--- src/rtl/weight_db_ctrl.sv ---
// weight_db_ctrl
//   Address and handshake control for the weight double buffer. The buffer has
//   two banks. Each bank holds bank_size entries, one entry per address.
//   - The write side fills one bank from the off-chip weight stream.
//   - The read side sweeps the other bank num_reads times for the systolic
//     array, then releases it.
//   - The banks swap roles as fills complete and drains release. A bank is
//     never written again before its final read.
//
// Ports
//   clk, rst_n          clock; synchronous active-low reset
//   config_en           one-cycle pulse: load size/repeat, clear pointers/flags
//   config_bank_size    entries per bank (0 leaves the block unconfigured)
//   config_num_reads    full sweeps per bank (0 leaves the block unconfigured)
//   wr_valid/wr_ready   upstream weight handshake
//   wr_en/wr_bank/wr_addr   write strobe, bank and address into the buffer
//   rd_req/rd_avail     systolic-array read request / drain bank readable
//   rd_en/rd_bank/rd_addr   read strobe, bank and address into the buffer
//   rd_data_valid       rd_en delayed one cycle (SRAM read latency)
//   rd_last             final address of the final sweep of a bank

module weight_db_ctrl #(
  parameter int unsigned BANK_ADDR_WIDTH = 32,
  parameter int unsigned REPEAT_WIDTH    = 16
) (
  input  logic                       clk,
  input  logic                       rst_n,
  input  logic                       config_en,
  input  logic [BANK_ADDR_WIDTH-1:0] config_bank_size,
  input  logic [REPEAT_WIDTH-1:0]    config_num_reads,
  input  logic                       wr_valid,
  output logic                       wr_ready,
  output logic                       wr_en,
  output logic                       wr_bank,
  output logic [BANK_ADDR_WIDTH-1:0] wr_addr,
  input  logic                       rd_req,
  output logic                       rd_avail,
  output logic                       rd_en,
  output logic                       rd_bank,
  output logic [BANK_ADDR_WIDTH-1:0] rd_addr,
  output logic                       rd_data_valid,
  output logic                       rd_last
);

  localparam logic [BANK_ADDR_WIDTH-1:0] ADDR_ONE  = BANK_ADDR_WIDTH'(1);
  localparam logic [REPEAT_WIDTH-1:0]    SWEEP_ONE = REPEAT_WIDTH'(1);

  logic                       configured;
  logic [BANK_ADDR_WIDTH-1:0] bank_size;
  logic [REPEAT_WIDTH-1:0]    num_reads;
  logic [BANK_ADDR_WIDTH-1:0] last_addr;
  logic [REPEAT_WIDTH-1:0]    last_sweep;
  logic [REPEAT_WIDTH-1:0]    sweep;
  logic [1:0]                 full;
  logic [1:0]                 full_next;
  logic                       wr_last;
  logic                       rd_wrap;
  logic                       rd_release;
  logic                       clear;

  // Both limits are nonzero whenever configured=1. The decrement therefore
  // never wraps on a live path.
  assign last_addr  = bank_size - ADDR_ONE;
  assign last_sweep = num_reads - SWEEP_ONE;

  // Configuration reload clears the same pointers and flags as reset.
  assign clear = !rst_n || config_en;

  always_comb begin
    // Outputs are gated by rst_n so that they read 0 while reset is held.
    wr_ready   = rst_n && configured && !full[wr_bank];
    rd_avail   = rst_n && configured && full[rd_bank];
    wr_en      = wr_valid && wr_ready;
    rd_en      = rd_req && rd_avail;
    wr_last    = wr_en && (wr_addr == last_addr);
    rd_wrap    = rd_en && (rd_addr == last_addr);
    rd_release = rd_wrap && (sweep == last_sweep);
    rd_last    = rd_release;

    // Set first, then clear. If one bank completed and was released in the
    // same cycle, the release wins and the fill is held off.
    full_next = full;
    if (wr_last) begin
      full_next[wr_bank] = 1'b1;
    end
    if (rd_release) begin
      full_next[rd_bank] = 1'b0;
    end
  end

  // Configuration registers.
  always_ff @(posedge clk) begin
    if (!rst_n) begin
      configured <= 1'b0;
      bank_size  <= '0;
      num_reads  <= '0;
    end else if (config_en) begin
      bank_size  <= config_bank_size;
      num_reads  <= config_num_reads;
      configured <= (config_bank_size != '0) && (config_num_reads != '0);
    end
  end

  // Occupancy flags.
  always_ff @(posedge clk) begin
    if (clear) begin
      full <= '0;
    end else begin
      full <= full_next;
    end
  end

  // Write pointer. The address wraps by compare-and-clear, not by overflow.
  always_ff @(posedge clk) begin
    if (clear) begin
      wr_bank <= 1'b0;
      wr_addr <= '0;
    end else if (wr_en) begin
      if (wr_last) begin
        wr_addr <= '0;
        wr_bank <= ~wr_bank;
      end else begin
        wr_addr <= wr_addr + ADDR_ONE;
      end
    end
  end

  // Read pointer and sweep counter.
  always_ff @(posedge clk) begin
    if (clear) begin
      rd_bank <= 1'b0;
      rd_addr <= '0;
      sweep   <= '0;
    end else if (rd_en) begin
      if (rd_wrap) begin
        rd_addr <= '0;
        if (rd_release) begin
          sweep   <= '0;
          rd_bank <= ~rd_bank;
        end else begin
          sweep <= sweep + SWEEP_ONE;
        end
      end else begin
        rd_addr <= rd_addr + ADDR_ONE;
      end
    end
  end

  // Read data arrives one cycle after the strobe.
  always_ff @(posedge clk) begin
    if (!rst_n) begin
      rd_data_valid <= 1'b0;
    end else begin
      rd_data_valid <= rd_en;
    end
  end

endmodule

--- config.mk ---
export PLATFORM = sky130hd
export DESIGN_NAME = weight_db_ctrl
export DESIGN_NICKNAME = d
export VERILOG_FILES = /design/src/rtl/weight_db_ctrl.sv
export SDC_FILE = /design/constraint.sdc
export NUM_CORES = 1
export LEC_CHECK = 0
export CAP_MARGIN = 20
export CORE_MARGIN = 1.5
export CORE_UTILIZATION = 30
export DETAILED_ROUTE_END_ITERATION = 6
export HOLD_SLACK_MARGIN = 0.05
export SYNTH_ARGS = -nofsm -noshare
export SYNTH_HDL_FRONTEND = slang
export SYNTH_SLANG_ARGS = --single-unit
--- constraint.sdc ---
create_clock -name clk -period 5.4 [get_ports clk]
set_input_delay 1.08 -clock clk [delete_from_list [all_inputs] [get_ports clk]]
set_output_delay 1.08 -clock clk [all_outputs]
set_load 0.01 [all_outputs]
==> flow_metrics.tcl <==
set metrics [dict create \
    hold_path.startpoint "sweep[15]" \
    wl_mm 27.7 \
    cts_tree "yes" \
    clock_path_buffers 2 \
    worstSetupEndpointType "output port" \
    cts_made_buffers 17 \
    n_antenna_cell 0 \
    pin_count 125 \
    rsz0062_at_grt "no" \
    dpl.cell_count 1442 \
    rr_startpoint "bank_size[4]" \
    dieArea_um2 28600 \
    period_share_pct 91.2 \
    cellLeakagePower_nw 3.71 \
    start_util_pct 30.7 \
    die_x_um 169 \
    antenna_found_initial 0 \
    hold_buffers 0 \
    grt_start_max_net_pins 53 \
    max_freq_ghz 0.203 \
    final_util_pct 39.3 \
    drc 0 \
    fin_cells 1476 \
    final_area_um2 10600 \
    post-place-ws_ns 0.252 \
    vias_per_cell 5.30 \
    ant_nets 0 \
    maxCapViolCount 0 \
    area.growth.synth_to_final_pct 28.0 \
    ys_ff_latch 134 \
    synth_top_cell_area_share_pct 32.4 \
    arrival_ns 3.84 \
    critPathMaxFanout 7 \
    rows 60 \
    core-area_um2 27000 \
    final-setup-viol-count 0 \
    required_ns 4.32 \
    grt_overflow 0 \
    synthFlopType "dfxtp_1" \
    holdPathStages 2 \
    cts_htree_levels 4 \
    clk_pin_slew_ns 0.06 \
    yosysSeqAreaShare_pct 32.4 \
    wire_per_inst_um 18.8 \
    powerDensity_nw_per_um2 243 \
    place.gp.congestion 0.923 \
    period_minus_slack_ns 4.92 \
    worst_clock_skew_ns 0.0104 \
    final.setup.tns_ns 0 \
    dr.pass1.iters 5 \
    synth_nets 1060 \
    yosys_warnings 0 \
    grt_pass1_wl_mm 42.9 \
    placed_area_um2 9980 \
    worst_pin_slew_ns 0.650 \
    synthesis.area_um2 8290 \
    setup_ws_ns 0.476 \
    async_flop_share_pct 0 \
    dp_hpwl_mm 21.4 \
    outcome "completed" \
    layout.nets 1181 \
    track_usage_pct 19.5 \
    cts_root_buf "clkbuf_16" \
    worstReg2RegEnd "wr_addr[23]" \
    synth_area_per_cell_um2 8.28 \
    synth-edff-count 0 \
    rrSetupSlack_ns 1.28 \
    grt_pass1_vias 7427 \
    slew_headroom_pct 55.6 \
    worstSkewPairLatency_ns 0.43 \
    final_layout_size_suffix_gt1_share_pct 8.28 \
    crit_type "flop to output port" \
    yosysUniqueCellTypes 62 \
    vias 7819 \
    drt_iter0_markers 520 \
    syn_inst 1002 \
    yosysTopAreaCell "dfxtp_1" \
    total_power_mw 2.58 \
    r2r_cells 11 \
    start_kind "flop" \
    hold_slack_ns 0.506 \
    irDropWorstVdd_v 0.000224 \
    hold_viol_final 0 \
    die_y_um 169 \
    holdCritPathClass "flop to flop" \
    holdPathEnd "sweep[15]" \
    cts_sinks 134 \
    synthTopCellsByArea "dfxtp_1 32%, xnor2_1 8.3%, xor2_1 7.5%, mux2i_1 6.5%, nor2_1 5.2%" \
    slew_viol_final 0 \
    io_buffers 124 \
]
==> final cells by class <==
cell class              instances  area [um2]
clock buffers                  19         453
clock inverters                12         105
fillers                      2823       16400
inverters                      22        82.6
multi-input cells             788        5340
flip-flops and latches        134        2680
well taps                     341         427
repair buffers                160        1520
==> sequential cells by signal (all words and copies together) (netlist names) <==
name and cells:
bank_size 32, configured 1, full 2, num_reads 16, rd_addr 32, rd_bank 1
rd_data_valid 1, sweep 16, wr_addr 32, wr_bank 1
==> worst max-delay path, cell delays in order, from the launching register on <==
cell and delay [ns]:
dfxtp_1 0.38, or4_4 0.61, or4_4 0.54, or4_4 0.57, xor2_1 0.15, o221ai_1 0.15, nor4b_2 0.40, nand4_2 0.24
nor2_4 0.20, dlymetal6s2s_1 0.19
==> per-layer routing <==
layer | share of wire [%] | track usage [%] | routed length [um]
met1 | 44 | 24.8 | 12300
met4 | 2.9 | 7.35 | 817
met2 | 47 | 32.2 | 13000
met5 | 0 | 0 | 0
met3 | 5.9 | 4.41 | 1630
==> Yosys cell counts, types with 8 or more instances <==
cell type	number
dfxtp_1	134
nor2_1	114
xnor2_1	79
xor2_1	71
nor2b_1	59
mux2i_1	54
nand2_1	54
clkbuf_1	41
nand4_1	40
nand3_1	38
nor4_1	32
nor3_1	26
o21ai_0	25
a21oi_1	23
or3_1	22
inv_1	21
and3_1	16
or4_1	14
nand2b_1	13
buf_2	11
and2_1	8
==> placed cells by master (no fill, tap or decap), types with 6 or more instances in the layout <==
master,netlist,final
or4_1,14,12
o21ai_0,25,25
buf_4,0,35
xnor2_1,79,79
a21oi_1,23,23
o2111ai_1,6,6
clkbuf_16,0,17
clkdlybuf4s50_1,0,122
nor4_1,32,29
dfxtp_1,134,133
nand2b_1,13,13
and4_1,6,6
or3_1,22,22
nand3_1,38,38
mux2i_1,54,54
nand4_1,40,40
and2_1,8,8
and3_1,16,16
nor2b_1,59,59
inv_1,21,21
nand2_1,54,54
xnor3_1,6,6
nor3_1,26,26
nor2_1,114,113
xor2_1,71,71
==> where the power goes <==
part / switching, mW / internal [mW] / leakage, nW
Clock: 0.468 / 0.653 / 0.263
Sequential: 0.0319 / 1.01 / 1.09
Combinational: 0.225 / 0.190 / 2.35
Total: 0.726 / 1.85 / 3.71
==> kinds of logic (layout without fill, tap and decap cells) <==
kind of cell    count (synthesis)  count (layout)  synth area share (%)
mux                            54              54                  6.52
compound gates                109             109                  9.10
buf+inv                        80             213                  3.79
simple gates                  464             464                  30.0
xor+xnor                      156             156                  17.5
fa+ha+maj                       5               5                 0.754
flops                         134             134                  32.4
==> how the worst max path moves through the flow <==
stage | endpoint | cells past startpoint | slack, ns | from
floorplan | rd_last | 11 | 0.82 | bank_size[12]
global placement | rd_last | 9 | 0.25 | bank_size[19]
detailed placement | rd_last | 9 | 0.25 | bank_size[19]
CTS | rd_last | 9 | 0.007 | bank_size[19]
global route | rd_last | 9 | 0.37 | bank_size[18]
finish | rd_last | 9 | 0.48 | bank_size[18]
==> repair_timing <==
item / 4_1_cts / 5_1_grt
setup buffers: 0 / 3
gates resized for setup: 2 / 9
endpoints found under the setup margin: 1 / 1
hold endpoints to repair: 0 / 0
pin swaps: 0 / 4
Power figures use the tool's default switching activity.
